<file path="config.mk">
export PLATFORM = sky130hd
export DESIGN_NAME = control_sequencer_flat
export DESIGN_NICKNAME = d
export VERILOG_FILES = /design/src/rtl/control_sequencer_if.sv /design/src/rtl/control_sequencer.sv /design/src/flat_wrapper.sv
export SDC_FILE = /design/constraint.sdc
export NUM_CORES = 1
export LEC_CHECK = 0
export BUFFER_PORTS_ARGS = -buffer_cell sky130_fd_sc_hd__buf_2
export CORE_MARGIN = 1
export CORE_UTILIZATION = 35
export CTS_CLUSTER_SIZE = 10
export DETAILED_ROUTE_END_ITERATION = 8
export PLACE_DENSITY = 0.68
export SLEW_MARGIN = 40
export SYNTH_ARGS = -nofsm -noshare
export SYNTH_HDL_FRONTEND = slang
export SYNTH_SLANG_ARGS = --single-unit
</file>
<file path="constraint.sdc">
create_clock -name clk -period 1.7 [get_ports clk]
set_clock_uncertainty 0.2 [all_clocks]
set_input_delay 0.085 -clock clk [delete_from_list [all_inputs] [get_ports clk]]
set_output_delay 0.085 -clock clk [all_outputs]
set_load 0.1 [all_outputs]
</file>
<file path="src/rtl/control_sequencer_if.sv">
// Bundle of control-sequencer signals between the instruction register, memory and datapath.
// Master is the sequencer; slave is the surrounding datapath/memory side.
interface control_sequencer_if #(
    parameter int OPW = 6
);
    logic [OPW-1:0] OpCode;
    logic           BranchTaken;
    logic           MemAck;
    logic           PCWr;
    logic [1:0]     PCSrc;
    logic           IRWr;
    logic           RegWrEn;
    logic           MemRdEn;
    logic           MemWrEn;
    logic           SPEn;
    logic [2:0]     Stage;
    logic           InstrDone;
    logic           IllegalOp;
    logic           MemTimeout;

    modport master (
        input  OpCode, BranchTaken, MemAck,
        output PCWr, PCSrc, IRWr, RegWrEn, MemRdEn, MemWrEn, SPEn,
               Stage, InstrDone, IllegalOp, MemTimeout
    );

    modport slave (
        output OpCode, BranchTaken, MemAck,
        input  PCWr, PCSrc, IRWr, RegWrEn, MemRdEn, MemWrEn, SPEn,
               Stage, InstrDone, IllegalOp, MemTimeout
    );
endinterface

</file>
<file path="src/rtl/control_sequencer.sv">
// Multi-cycle FETCH/DECODE/EXEC/MEM/WB sequencer producing per-cycle write and strobe enables.
// The current state is exported on Stage so checkers can follow the FSM directly.
module control_sequencer #(
    parameter int OPW        = 6,
    parameter int SPWAIT_MAX = 15
) (
    input  logic                clk,
    input  logic                reset,
    control_sequencer_if.master bus
);

    localparam logic [2:0] S_FETCH  = 3'd0;
    localparam logic [2:0] S_DECODE = 3'd1;
    localparam logic [2:0] S_EXEC   = 3'd2;
    localparam logic [2:0] S_MEM    = 3'd3;
    localparam logic [2:0] S_WB     = 3'd4;

    localparam logic [OPW-1:0] OP_AND   = OPW'(0);
    localparam logic [OPW-1:0] OP_ADD   = OPW'(1);
    localparam logic [OPW-1:0] OP_SUB   = OPW'(2);
    localparam logic [OPW-1:0] OP_ANDI  = OPW'(3);
    localparam logic [OPW-1:0] OP_ADDI  = OPW'(4);
    localparam logic [OPW-1:0] OP_LW    = OPW'(5);
    localparam logic [OPW-1:0] OP_LWPOI = OPW'(6);
    localparam logic [OPW-1:0] OP_SW    = OPW'(7);
    localparam logic [OPW-1:0] OP_BGT   = OPW'(8);
    localparam logic [OPW-1:0] OP_BLT   = OPW'(9);
    localparam logic [OPW-1:0] OP_BEQ   = OPW'(10);
    localparam logic [OPW-1:0] OP_BNE   = OPW'(11);
    localparam logic [OPW-1:0] OP_JMP   = OPW'(12);
    localparam logic [OPW-1:0] OP_CALL  = OPW'(13);
    localparam logic [OPW-1:0] OP_RET   = OPW'(14);
    localparam logic [OPW-1:0] OP_PUSH  = OPW'(15);
    localparam logic [OPW-1:0] OP_POP   = OPW'(16);

    localparam int CW = $clog2(SPWAIT_MAX + 1);

    typedef struct packed {
        logic alu;
        logic load;
        logic store;
        logic branch;
        logic jmp;
        logic call;
        logic ret;
        logic push;
        logic pop;
        logic legal;
    } op_class_t;

    function automatic op_class_t classify(input logic [OPW-1:0] o);
        op_class_t c;
        c = '0;
        c.legal = 1'b1;
        case (o)
            OP_AND, OP_ADD, OP_SUB, OP_ANDI, OP_ADDI: c.alu    = 1'b1;
            OP_LW, OP_LWPOI:                          c.load   = 1'b1;
            OP_SW:                                    c.store  = 1'b1;
            OP_BGT, OP_BLT, OP_BEQ, OP_BNE:           c.branch = 1'b1;
            OP_JMP:                                   c.jmp    = 1'b1;
            OP_CALL:                                  c.call   = 1'b1;
            OP_RET:                                   c.ret    = 1'b1;
            OP_PUSH:                                  c.push   = 1'b1;
            OP_POP:                                   c.pop    = 1'b1;
            default:                                  c.legal  = 1'b0;
        endcase
        return c;
    endfunction

    logic [2:0]     state;
    logic [2:0]     state_nxt;
    logic [OPW-1:0] op;
    logic [CW-1:0]  wait_cnt;
    logic           timeout_q;

    op_class_t dec_cls;
    op_class_t op_cls;
    logic      mem_rd_op;
    logic      mem_wr_op;
    logic      mem_wait;
    logic      timeout_now;

    // DECODE steers from the live opcode; every later state uses the latched copy.
    assign dec_cls   = classify(bus.OpCode);
    assign op_cls    = classify(op);
    assign mem_rd_op = op_cls.load  | op_cls.ret  | op_cls.pop;
    assign mem_wr_op = op_cls.store | op_cls.call | op_cls.push;
    assign mem_wait  = (state == S_MEM) && !bus.MemAck;

    always_comb begin
        state_nxt = S_FETCH;
        case (state)
            S_FETCH: state_nxt = S_DECODE;
            S_DECODE: begin
                if (dec_cls.alu || dec_cls.load || dec_cls.store || dec_cls.branch)
                    state_nxt = S_EXEC;
                else if (dec_cls.call || dec_cls.ret || dec_cls.push || dec_cls.pop)
                    state_nxt = S_MEM;
                else
                    state_nxt = S_FETCH;
            end
            S_EXEC: begin
                if (op_cls.alu)
                    state_nxt = S_WB;
                else if (op_cls.load || op_cls.store)
                    state_nxt = S_MEM;
                else
                    state_nxt = S_FETCH;
            end
            S_MEM: begin
                if (!bus.MemAck)
                    state_nxt = S_MEM;
                else if (op_cls.load || op_cls.pop)
                    state_nxt = S_WB;
                else
                    state_nxt = S_FETCH;
            end
            S_WB:    state_nxt = S_FETCH;
            default: state_nxt = S_FETCH;
        endcase
    end

    always_ff @(posedge clk) begin
        if (reset) begin
            state     <= S_FETCH;
            op        <= '0;
            wait_cnt  <= '0;
            timeout_q <= 1'b0;
        end else begin
            state <= state_nxt;
            if (state == S_DECODE)
                op <= bus.OpCode;
            if (mem_wait) begin
                if (wait_cnt != CW'(SPWAIT_MAX))
                    wait_cnt <= wait_cnt + CW'(1);
                if (timeout_now)
                    timeout_q <= 1'b1;
            end else begin
                wait_cnt <= '0;
            end
        end
    end

    // The flag is visible already in the wait cycle that brings the count to SPWAIT_MAX.
    assign timeout_now = mem_wait && (wait_cnt >= CW'(SPWAIT_MAX - 1));

    // Memory handshake: the strobe (MemRdEn/MemWrEn) is raised from the first MEM cycle and
    // held unchanged until the cycle MemAck is sampled high; that cycle completes the transfer
    // and the FSM leaves MEM, so the side effects tied to the ack cycle fire exactly once.
    logic       pc_wr;
    logic [1:0] pc_src;
    logic       ir_wr;
    logic       reg_wr_en;
    logic       mem_rd_en;
    logic       mem_wr_en;
    logic       sp_en;
    logic       instr_done;
    logic       illegal_op;

    always_comb begin
        pc_wr      = 1'b0;
        pc_src     = 2'b00;
        ir_wr      = 1'b0;
        reg_wr_en  = 1'b0;
        mem_rd_en  = 1'b0;
        mem_wr_en  = 1'b0;
        sp_en      = 1'b0;
        instr_done = 1'b0;
        illegal_op = 1'b0;
        if (!reset) begin
            case (state)
                S_FETCH: begin
                    ir_wr = 1'b1;
                    pc_wr = 1'b1;
                end
                S_DECODE: begin
                    if (dec_cls.jmp) begin
                        pc_wr      = 1'b1;
                        pc_src     = 2'b10;
                        instr_done = 1'b1;
                    end
                    if (!dec_cls.legal) begin
                        illegal_op = 1'b1;
                        instr_done = 1'b1;
                    end
                end
                S_EXEC: begin
                    if (op_cls.branch) begin
                        pc_wr      = bus.BranchTaken;
                        pc_src     = 2'b01;
                        instr_done = 1'b1;
                    end
                end
                S_MEM: begin
                    mem_rd_en = mem_rd_op;
                    mem_wr_en = mem_wr_op;
                    if (bus.MemAck) begin
                        sp_en      = op_cls.call | op_cls.ret | op_cls.push | op_cls.pop;
                        instr_done = op_cls.store | op_cls.call | op_cls.ret | op_cls.push;
                        if (op_cls.call) begin
                            pc_wr  = 1'b1;
                            pc_src = 2'b10;
                        end
                        if (op_cls.ret) begin
                            pc_wr  = 1'b1;
                            pc_src = 2'b11;
                        end
                    end
                end
                S_WB: begin
                    reg_wr_en  = 1'b1;
                    instr_done = 1'b1;
                end
                default: ;
            endcase
        end
    end

    assign bus.PCWr       = pc_wr;
    assign bus.PCSrc      = pc_src;
    assign bus.IRWr       = ir_wr;
    assign bus.RegWrEn    = reg_wr_en;
    assign bus.MemRdEn    = mem_rd_en;
    assign bus.MemWrEn    = mem_wr_en;
    assign bus.SPEn       = sp_en;
    assign bus.InstrDone  = instr_done;
    assign bus.IllegalOp  = illegal_op;
    assign bus.Stage      = reset ? 3'd0 : state;
    assign bus.MemTimeout = !reset && (timeout_q || timeout_now);

endmodule
</file>
<file path="src/flat_wrapper.sv">
// flat-port wrapper written by rule: the top's interface ports become plain ports
module control_sequencer_flat 
#(
    parameter int OPW        = 6,
    parameter int SPWAIT_MAX = 15
)
  (clk, reset, bus_OpCode, bus_BranchTaken, bus_MemAck, bus_PCWr, bus_PCSrc, bus_IRWr, bus_RegWrEn, bus_MemRdEn, bus_MemWrEn, bus_SPEn, bus_Stage, bus_InstrDone, bus_IllegalOp, bus_MemTimeout);
  control_sequencer_if #(.OPW(OPW)) bus_i ();
  input  logic clk;
  input  logic reset;
  input wire logic [$bits(bus_i.OpCode)-1:0] bus_OpCode;
  input wire logic [$bits(bus_i.BranchTaken)-1:0] bus_BranchTaken;
  input wire logic [$bits(bus_i.MemAck)-1:0] bus_MemAck;
  output wire logic [$bits(bus_i.PCWr)-1:0] bus_PCWr;
  output wire logic [$bits(bus_i.PCSrc)-1:0] bus_PCSrc;
  output wire logic [$bits(bus_i.IRWr)-1:0] bus_IRWr;
  output wire logic [$bits(bus_i.RegWrEn)-1:0] bus_RegWrEn;
  output wire logic [$bits(bus_i.MemRdEn)-1:0] bus_MemRdEn;
  output wire logic [$bits(bus_i.MemWrEn)-1:0] bus_MemWrEn;
  output wire logic [$bits(bus_i.SPEn)-1:0] bus_SPEn;
  output wire logic [$bits(bus_i.Stage)-1:0] bus_Stage;
  output wire logic [$bits(bus_i.InstrDone)-1:0] bus_InstrDone;
  output wire logic [$bits(bus_i.IllegalOp)-1:0] bus_IllegalOp;
  output wire logic [$bits(bus_i.MemTimeout)-1:0] bus_MemTimeout;
  assign bus_i.OpCode = bus_OpCode;
  assign bus_i.BranchTaken = bus_BranchTaken;
  assign bus_i.MemAck = bus_MemAck;
  assign bus_PCWr = bus_i.PCWr;
  assign bus_PCSrc = bus_i.PCSrc;
  assign bus_IRWr = bus_i.IRWr;
  assign bus_RegWrEn = bus_i.RegWrEn;
  assign bus_MemRdEn = bus_i.MemRdEn;
  assign bus_MemWrEn = bus_i.MemWrEn;
  assign bus_SPEn = bus_i.SPEn;
  assign bus_Stage = bus_i.Stage;
  assign bus_InstrDone = bus_i.InstrDone;
  assign bus_IllegalOp = bus_i.IllegalOp;
  assign bus_MemTimeout = bus_i.MemTimeout;
  control_sequencer #(.OPW(OPW), .SPWAIT_MAX(SPWAIT_MAX)) u_core (.clk(clk), .reset(reset), .bus(bus_i));
endmodule
</file>
# Word-level counts from Yosys, hierarchy flattened

Cells that the tools add are included.
W data, S select, Z words.

Word-level logic and storage cells: 137
Input bits: 10
Flip-flop bits (word level): 14

Reduce and logical (&&, ||, !) cells: 26
Mux-type cells: 59
Equal/unequal tests: 36
Add/subtract/negate cells: 1
Order comparisons: 1
Bitwise operators: 10

Operators with widths:

| kind                  | number |
|---|---|
| $eq A6 B4 Y1 const B  | 15 |
| $eq A6 B3 Y1 const B  | 8 |
| $mux W1               | 43 |
| $eq A6 B2 Y1 const B  | 4 |
| $reduce_or A17 Y1     | 1 |
| $mux W3               | 5 |
| $mux W2               | 7 |
| $eq A6 B1 Y1 const B  | 2 |
| $eq A6 B5 Y1 const B  | 2 |
| $logic_not A6 Y1      | 2 |
| $pmux W3 S4           | 1 |
| $reduce_or A5 Y1      | 2 |
| $logic_or A1 B1 Y1    | 9 |
| $or A1 B1 Y1          | 9 |
| $pmux W1 S4           | 2 |
| $reduce_or A4 Y1      | 2 |
| $eq A3 B2 Y1 const B  | 2 |
| $pmux W2 S3           | 1 |
| $reduce_or A2 Y1      | 3 |
| $add A4 B1 Y4 const B | 1 |
| $ge A4 B4 Y1 const B  | 1 |
| $ne A4 B4 Y1 const B  | 1 |
| $eq A3 B1 Y1 const B  | 1 |
| $eq A3 B3 Y1 const B  | 1 |
| other kinds (5)       | 8 |

# Depth between registers and ports, before layout

Gate-level depths: netlist of run 1.

Depth after elaboration: 8
Gate-level depth with buffers: 6
Depth with buffers taken out: 4

# Worst setup path before layout of run 1

OpenSTA, ideal clock, no wires.

Path type: register -> output
From: register u_core.op[0]
To: output bus_MemRdEn
Slack: -2.353 ns
Buffers on the path: 1
Stages on the path, launching flop included: 5
Data arrival time: 3.768 ns
Data required time: 1.415 ns
Cells stage by stage: dfxtp_1 clkbuf_1 nand3b_1 o32a_1 nor4_1

Cells in the longest elaborated chain, start to end: 7

Ends and longest elaborated chain:

| what                     | line                     | source |
|---|---|---|
| start: declaration       | control_sequencer.sv:72  | `logic [OPW-1:0] op;` |
| start signal: assignment | control_sequencer.sv:132 | `op <= bus.OpCode;` |
| $eq A6 B3 Y1             | n/a                      |  |
| $reduce_or A2 Y1         | n/a                      |  |
| $mux W1                  | control_sequencer.sv:55  | `case (o)` |
| $or A1 B1 Y1             | control_sequencer.sv:86  | `assign mem_rd_op = op_cls.load \| op_cls.ret \| op_cls.pop;` |
| $or A1 B1 Y1 (*)         | control_sequencer.sv:86  |  |
| $mux W1 (*)              | control_sequencer.sv:171 | `case (state)` |
| $mux W1 (*)              | control_sequencer.sv:170 | `if (!reset) begin` |
| end: declaration         | flat_wrapper.sv:18       | `output wire logic [$bits(bus_i.MemRdEn)-1:0] bus_MemRdEn;` |

Mark *: on every way between the ends. The rest lies on a longest branch, timed or not.

# Worst setup path in the final report of run 1

From: register u_core.op[4]
To: output bus_InstrDone

Cells in the longest elaborated chain, start to end: 8

Ends and longest elaborated chain:

| what                                         | line                     | source |
|---|---|---|
| $eq A6 B3 Y1 or $eq A6 B4 Y1 (tied branches) | n/a                      |  |
| $mux W1                                      | control_sequencer.sv:55  |  |
| $or A1 B1 Y1 (3 in series)                   | control_sequencer.sv:199 | `instr_done = op_cls.store \| op_cls.call \| op_cls.ret \| op_cls.push;` |
| $mux W1                                      | control_sequencer.sv:197 | `if (bus.MemAck) begin` |
| $pmux W1 S4 (*)                              | control_sequencer.sv:171 |  |
| $mux W1 (*)                                  | control_sequencer.sv:170 |  |
| end: declaration                             | flat_wrapper.sv:22       | `output wire logic [$bits(bus_i.InstrDone)-1:0] bus_InstrDone;` |

Marked as above.

==> results.json, run 1 <==
{
  "grt_max_degree": 11,
  "outcome": "complete, but fails checks",
  "start_util_pct": 38.5,
  "ant_nets": 0,
  "n_antenna_cell": 0,
  "grt_remaining_overflow": 0,
  "crit_chain": "or4b_4, nor3_4, a31oi_2, o211ai_1, buf_12",
  "die_area_um2": 3040,
  "nNetsFinal": 193,
  "max_stage_delay_ps": 540,
  "ios": 24,
  "critPathRequiredTime_ps": 1410,
  "clk_latency_ps": 290,
  "rows": 18,
  "setup_viol": 10,
  "fin_setup_tns_ps": -2930,
  "io_buffers": 23,
  "synth.cell_area_um2": 987,
  "die-height_um": 55.1,
  "vias": 1225,
  "crit_fanout": 2,
  "cts_tree": "yes",
  "cellPowerDensity_nw_per_um2": 576,
  "critical_path_arrival_ps": 1970,
  "drive_gt1_share_pct": 51.1,
  "max_slew_margin_pct": 67.5,
  "multi_input_area_um2": 821,
  "ys_ff_latch": 14,
  "antenna_found_initial": 0,
  "max-vdd-ir-drop_mv": 0.497,
  "drt_iter0_markers": 51,
  "drcViolationCount": 0,
  "ys_types": 37,
  "clockRootBuffer": "clkbuf_4",
  "critPathSlowestCell": "or4b_4",
  "grt_pass1_wl_um": 4990,
  "finalWorstSetupSlack_ps": -560,
  "numCtsBuffers": 3,
  "grt_use_total_pct": 23.9,
  "max_cap_violations": 0,
  "path_class": "reg -> out",
  "min_period_ps": 2260,
  "power.leakage_nw": 0.682,
  "hp-class": "in -> reg",
  "dr.pass1.iters": 4,
  "end_kind": "output pin",
  "ys_seq_area_share_pct": 28.4,
  "hold_depth": 4,
  "tightest_slew_ps": 491,
  "reg2reg_depth": 6,
  "failed_checks": "setup timing",
  "dp_hpwl_um": 2150,
  "synthesis.nets": 138,
  "areaGrowthSynthToFinish_pct": 79.3,
  "clock.fmax_mhz": 442,
  "die_w_um": 55.1,
  "drt-total-wl_um": 3580,
  "cts.sinks": 14,
  "vias_per_cell": 5.83,
  "power_w": 0.00102,
  "n_fill_cell": 186,
  "rsz0062_at_grt": "true",
  "regArea_um2": 288,
  "syn_inst": 126,
  "clock_path_buffers": 2,
  "gp_congestion": 0.826,
  "post_synth.cell_area_avg_um2": 7.83,
  "period_share_pct": 133,
  "yosysWarnings": 0,
  "grt_pass1_vias": 1117,
  "hold_viol_final": 0,
  "start_kind": "flip-flop",
  "core_area_um2": 2570,
  "clk_pin_slew_ps": 100,
  "avgRoutedWirePerCell_um": 17.0,
  "final_max_slew_viol_count": 0,
  "dp_slack_ps": -205,
  "cts_htree_levels": 1
}
## logic make-up (layout without fill, tap and decap cells)
family                   count (synthesis)  count (layout)  synth area share, %
multiplexers                             7               7                 7.10
XOR/XNOR                                 2               2                 1.77
AO/OA/AOI/OAI                           27              27                 18.4
buffers and inverters                   13              67                 6.97
flip-flops                              14              14                 28.4
adder cells (fa/ha/maj)                  2               2                 2.53
AND/OR/NAND/NOR                         61              61                 34.9
## final timing paths
path,from,end,slack (ps)
max reg2reg,u_core.op[4],u_core.state[0],90
min reg2reg,u_core.timeout_q,u_core.timeout_q,340
max,u_core.op[4],bus_InstrDone,-560
min,bus_MemAck,u_core.state[1],50
## cell usage in the layout (no fill, tap or decap), drive strengths merged, types with 5 or more instances in the layout
cell type / count
a21oi: 6
dlygate4sd3: 6
mux2i: 7
nor3: 10
nor2: 21
dfxtp: 14
nor2b: 5
buf: 53
## critical path: cells and delay by family, from the launching register on
family                 cells  cell delay (ps)
buffers and inverters      1              220
flip-flops                 1              340
AND/OR/NAND/NOR            2              750
AO/OA/AOI/OAI              2              380
## repair_timing
action / 4_1_cts / 5_1_grt
hold buffers: 6 / 0
setup endpoints to repair: 10 / 19
resized for setup: 17 / 10
pin swaps: 4 / 6
endpoints found under the hold margin: 6 / 0
setup buffers: 7 / 3
cloned: 0 / 0
## area by class of cell
cell class / instances / share of cell area (%)
sequential: 14 / 16.3
multi-input combinational: 99 / 46.4
clock buffer: 4 / 2.05
inverter: 4 / 0.848
tap: 30 / 2.12
timing repair buffer: 59 / 32.4
## through the flow
step	hold WS, ps	cells	instance area, um2	util, %
floorplan	32.2	126	1100	-
global placement	165	191	1510	58.6
detailed placement	176	191	1510	58.6
CTS	17.7	208	1720	67.0
global route	77.7	210	1770	69.0
finish	52.6	210	1770	69.0
## power by group
group | leakage (nW) | switching (W) | total (W) | internal [W]
Sequential | 0.116 | 0.0000184 | 0.000364 | 0.000346
Combinational | 0.545 | 0.000239 | 0.000404 | 0.000165
Clock | 0.0210 | 0.000121 | 0.000252 | 0.000131
Total | 0.682 | 0.000379 | 0.00102 | 0.000641
## synthesized netlist by cell type (all sizes together)
| master | n | area (um2) |
|---|---|---|
| xnor2 | 1 | 8.76 |
| nor2 | 21 | 81.3 |
| xor2 | 1 | 8.76 |
| or4b | 1 | 13.8 |
| a22o | 1 | 8.76 |
| nor3b | 4 | 30.0 |
| o32a | 1 | 10.0 |
| nor3 | 10 | 65.1 |
| nand3 | 2 | 10.0 |
| nor4 | 4 | 25.0 |
| dfxtp | 14 | 280 |
| nand2b | 3 | 18.8 |
| and2 | 1 | 6.26 |
| nor2b | 5 | 31.3 |
| o22ai | 4 | 25.0 |
| or3 | 1 | 6.26 |
| nand4b | 1 | 8.76 |
| inv | 4 | 15.0 |
| o22a | 2 | 17.5 |
| or4 | 1 | 7.51 |
| o21ai | 4 | 20.0 |
| buf | 6 | 42.5 |
| a21oi | 6 | 30.0 |
| or2 | 1 | 6.26 |
| a31oi | 3 | 18.8 |
| mux2i | 7 | 70.1 |
| nand3b | 3 | 22.5 |
| o211ai | 2 | 15.0 |
| nand2 | 3 | 11.3 |
| a211oi | 1 | 12.5 |
| o31a | 1 | 8.76 |
| a22oi | 2 | 15.0 |
| clkbuf | 3 | 11.3 |
| ha | 2 | 25.0 |
## registers in the layout, indices dropped and copies added (netlist names)
signal,count
u_core.op,6
u_core.state,3
u_core.wait_cnt,4
u_core.timeout_q,1
## metal layers
metal | wire length, um | global-route usage [%] | part of all wire [%] | vias to the layer above
li1 | - | - | - | 568
met1 | 1380 | 29.9 | 39 | 562
met2 | 1740 | 39.4 | 49 | 72
met3 | 286 | 2.46 | 8.0 | 23
met4 | 163 | 13.8 | 4.6 | 0
met5 | 0 | 0 | 0 | -
No activity file was read; power rests on OpenSTA's default activity.
==> run 2, diff against run 1 <==
==> constraint.sdc (replaced) <==
create_clock -name clk -period 1.7 [get_ports clk]
set_clock_uncertainty 0.2 [all_clocks]
set_input_delay 0.085 -clock clk [delete_from_list [all_inputs] [get_ports clk]]
set_output_delay 0.085 -clock clk [all_outputs]
set_load 0.005 [all_outputs]
==> run 2 against run 1 <==
Net effect:
- the run still ends with setup timing left
- clock power down 5%
- core utilization down 14 points
- count of clock-buffer cells in the layout unchanged
- die area unchanged
- global-route usage down 4.1 points
- sequential power about the same
- wire length down 23%
- fmax up 15%
- largest cell class unchanged
==> results.json, run 2 (synthesized netlist as in run 1, its figures left out) <==
{
  "outcome": "complete, but fails checks",
  "failed_checks": "setup timing",
  "numCtsBuffers": 3,
  "power.share.clock_pct": 28.8,
  "critPathRequiredTime_ps": 1410,
  "nNetsFinal": 181,
  "sequentialPowerShare_pct": 43.7,
  "holdWs_ps": 25.3,
  "crit_end": "bus_InstrDone",
  "rrSetupSlack_ps": 10,
  "dp_hpwl_um": 1910,
  "die_area_um2": 3040,
  "setup_viol": 7,
  "grt_use_total_pct": 19.8,
  "startpoint": "u_core.op[5]",
  "drt-total-wl_um": 2770,
  "max-vdd-ir-drop_mv": 0.472,
  "hp-class": "in -> reg",
  "largest_reg_flops": 6,
  "max_stage_delay_ps": 550,
  "clockRootBuffer": "clkbuf_4",
  "die_w_um": 55.1,
  "critPathSlowestCell": "or4b_4",
  "grt_pass1_wl_um": 4260,
  "switchingPower_w": 0.000243,
  "ios": 24,
  "grt_pass1_vias": 1013,
  "wl_met2_um": 1320,
  "top_layer_used": "met4",
  "dr.pass1.iters": 4,
  "max_cap_violations": 0,
  "vias_per_cell": 5.51,
  "comb_power_share_pct": 27.5,
  "fin_area_um2": 1410,
  "cts_htree_levels": 1,
  "cts_tree": "yes",
  "top_regs": "u_core.op: 6 flops, u_core.wait_cnt: 4 flops, u_core.state: 3 flops",
  "finalWorstSetupSlack_ps": -269,
  "place_area_um2": 1180,
  "p_int_w": 0.000585,
  "antenna_found_initial": 0,
  "start_util_pct": 38.5,
  "tightest_slew_ps": 438,
  "max_slew_margin_pct": 70.6,
  "met1Wirelength_um": 1250,
  "crit_fanout": 2,
  "start_kind": "flip-flop",
  "avgRoutedWirePerCell_um": 14.0,
  "drive_gt1_share_pct": 42.3,
  "switching_share_pct": 29.4,
  "gp_congestion": 0.784,
  "clk_pin_slew_ps": 90,
  "wl_met3_um": 171,
  "crit_chain": "or4b_4, nor3_4, a31oi_2, o211ai_1, buf_2",
  "io_buffers": 23,
  "drt_iter0_markers": 33,
  "clk_latency_ps": 280,
  "n_antenna_cell": 0,
  "areaGrowthSynthToFinish_pct": 43.2,
  "cts.sinks": 14,
  "vias": 1091,
  "grt_remaining_overflow": 0,
  "final_max_slew_viol_count": 0,
  "reg2reg_to": "u_core.state[0]",
  "drcViolationCount": 0,
  "clock.fmax_mhz": 508,
  "rsz0062_at_grt": "true",
  "power.leakage_nw": 0.565,
  "end_kind": "output pin",
  "clock_path_buffers": 2,
  "critical_path_arrival_ps": 1680,
  "min_period_ps": 1970,
  "cellPowerDensity_nw_per_um2": 586,
  "grt_max_degree": 10,
  "rows": 18,
  "ant_nets": 0,
  "final_cell_mix": "23 x buf_2, 18 x nor2_1, 14 x buf_4",
  "period_share_pct": 116,
  "power_w": 0.000828,
  "core_area_um2": 2570,
  "hold_viol_final": 0,
  "r2r_start": "u_core.state[2]",
  "top_register": "u_core.op",
  "layout_commonest_cell": "buf_2",
  "path_class": "reg -> out",
  "reg2reg_depth": 5,
  "die-height_um": 55.1
}
## run 2: cell types whose count changed in the layout (fill, tap and decap cells not counted), moves of 3 or more
| cell | before | now |
|---|---|---|
| buf_4 | 28 | 14 |
| buf_2 | 12 | 23 |
| buf_12 | 11 | 0 |
| nor3_4 | 4 | 1 |
| nor2b_1 | 0 | 3 |
## run 2: layout make-up
cell class,instances,area (um2)
clock buffer,4,36.3
fill,234,1150
inverter,4,15.0
multi-input combinational,99,707
sequential,14,295
tap,30,37.5
timing repair buffer,47,323
## run 2: what timing repair did
item	4_1_cts	5_1_grt
pin swaps	4	6
setup buffers	3	1
hold buffers	8	0
endpoints found under the hold margin	6	0
setup endpoints to repair	9	10
resized for setup	20	7
## run 2: critical path, delay by kind of cell, from the launching register on
| family | cells | cell delay, ps |
|---|---|---|
| buffers and inverters | 1 | 140 |
| flip-flops | 1 | 330 |
| AO/OA/AOI/OAI | 2 | 230 |
| AND/OR/NAND/NOR | 2 | 700 |
## run 2: how the worst min path moves through the flow
stage	to	depth (start not counted)	startpoint	slack (ps)
finish	u_core.state[1]	4	reset	30
global route	u_core.wait_cnt[0]	4	bus_MemAck	40
CTS	u_core.state[1]	4	reset	10
detailed placement	u_core.op[2]	3	bus_OpCode[2]	180
global placement	u_core.op[2]	3	bus_OpCode[2]	170
floorplan	bus_Stage[1]	1	reset	0.2
## run 2: power groups by stage
stage | combinational [W] | clock [W] | sequential, W
2_1_floorplan | 0.000125 | 0 | 0.000359
3_3_place_gp | 0.000182 | 0 | 0.000367
3_5_place_dp | 0.000185 | 0 | 0.000368
4_1_cts | 0.000218 | 0.000247 | 0.000362
5_1_grt | 0.000245 | 0.000257 | 0.000365
6_report | 0.000227 | 0.000239 | 0.000362
## run 2: metrics by stage
step / utilization [%] / cells / setup slack [ps] / TNS (ps)
final: 55.1 / 198 / -269 / -905
after global routing: 55.1 / 198 / -339 / -1650
after CTS: 53.9 / 197 / -273 / -888
after detailed placement: 45.8 / 182 / 39.3 / 0
after global placement: 45.8 / 182 / 84.7 / 0
after floorplan: - / 126 / 101 / 0
## run 2: layer usage
metal	GRT usage, %	vias up
li1	-	543
met1	25.7	499
met2	30.7	42
met3	6.56	7
met4	5.83	0
met5	0	-
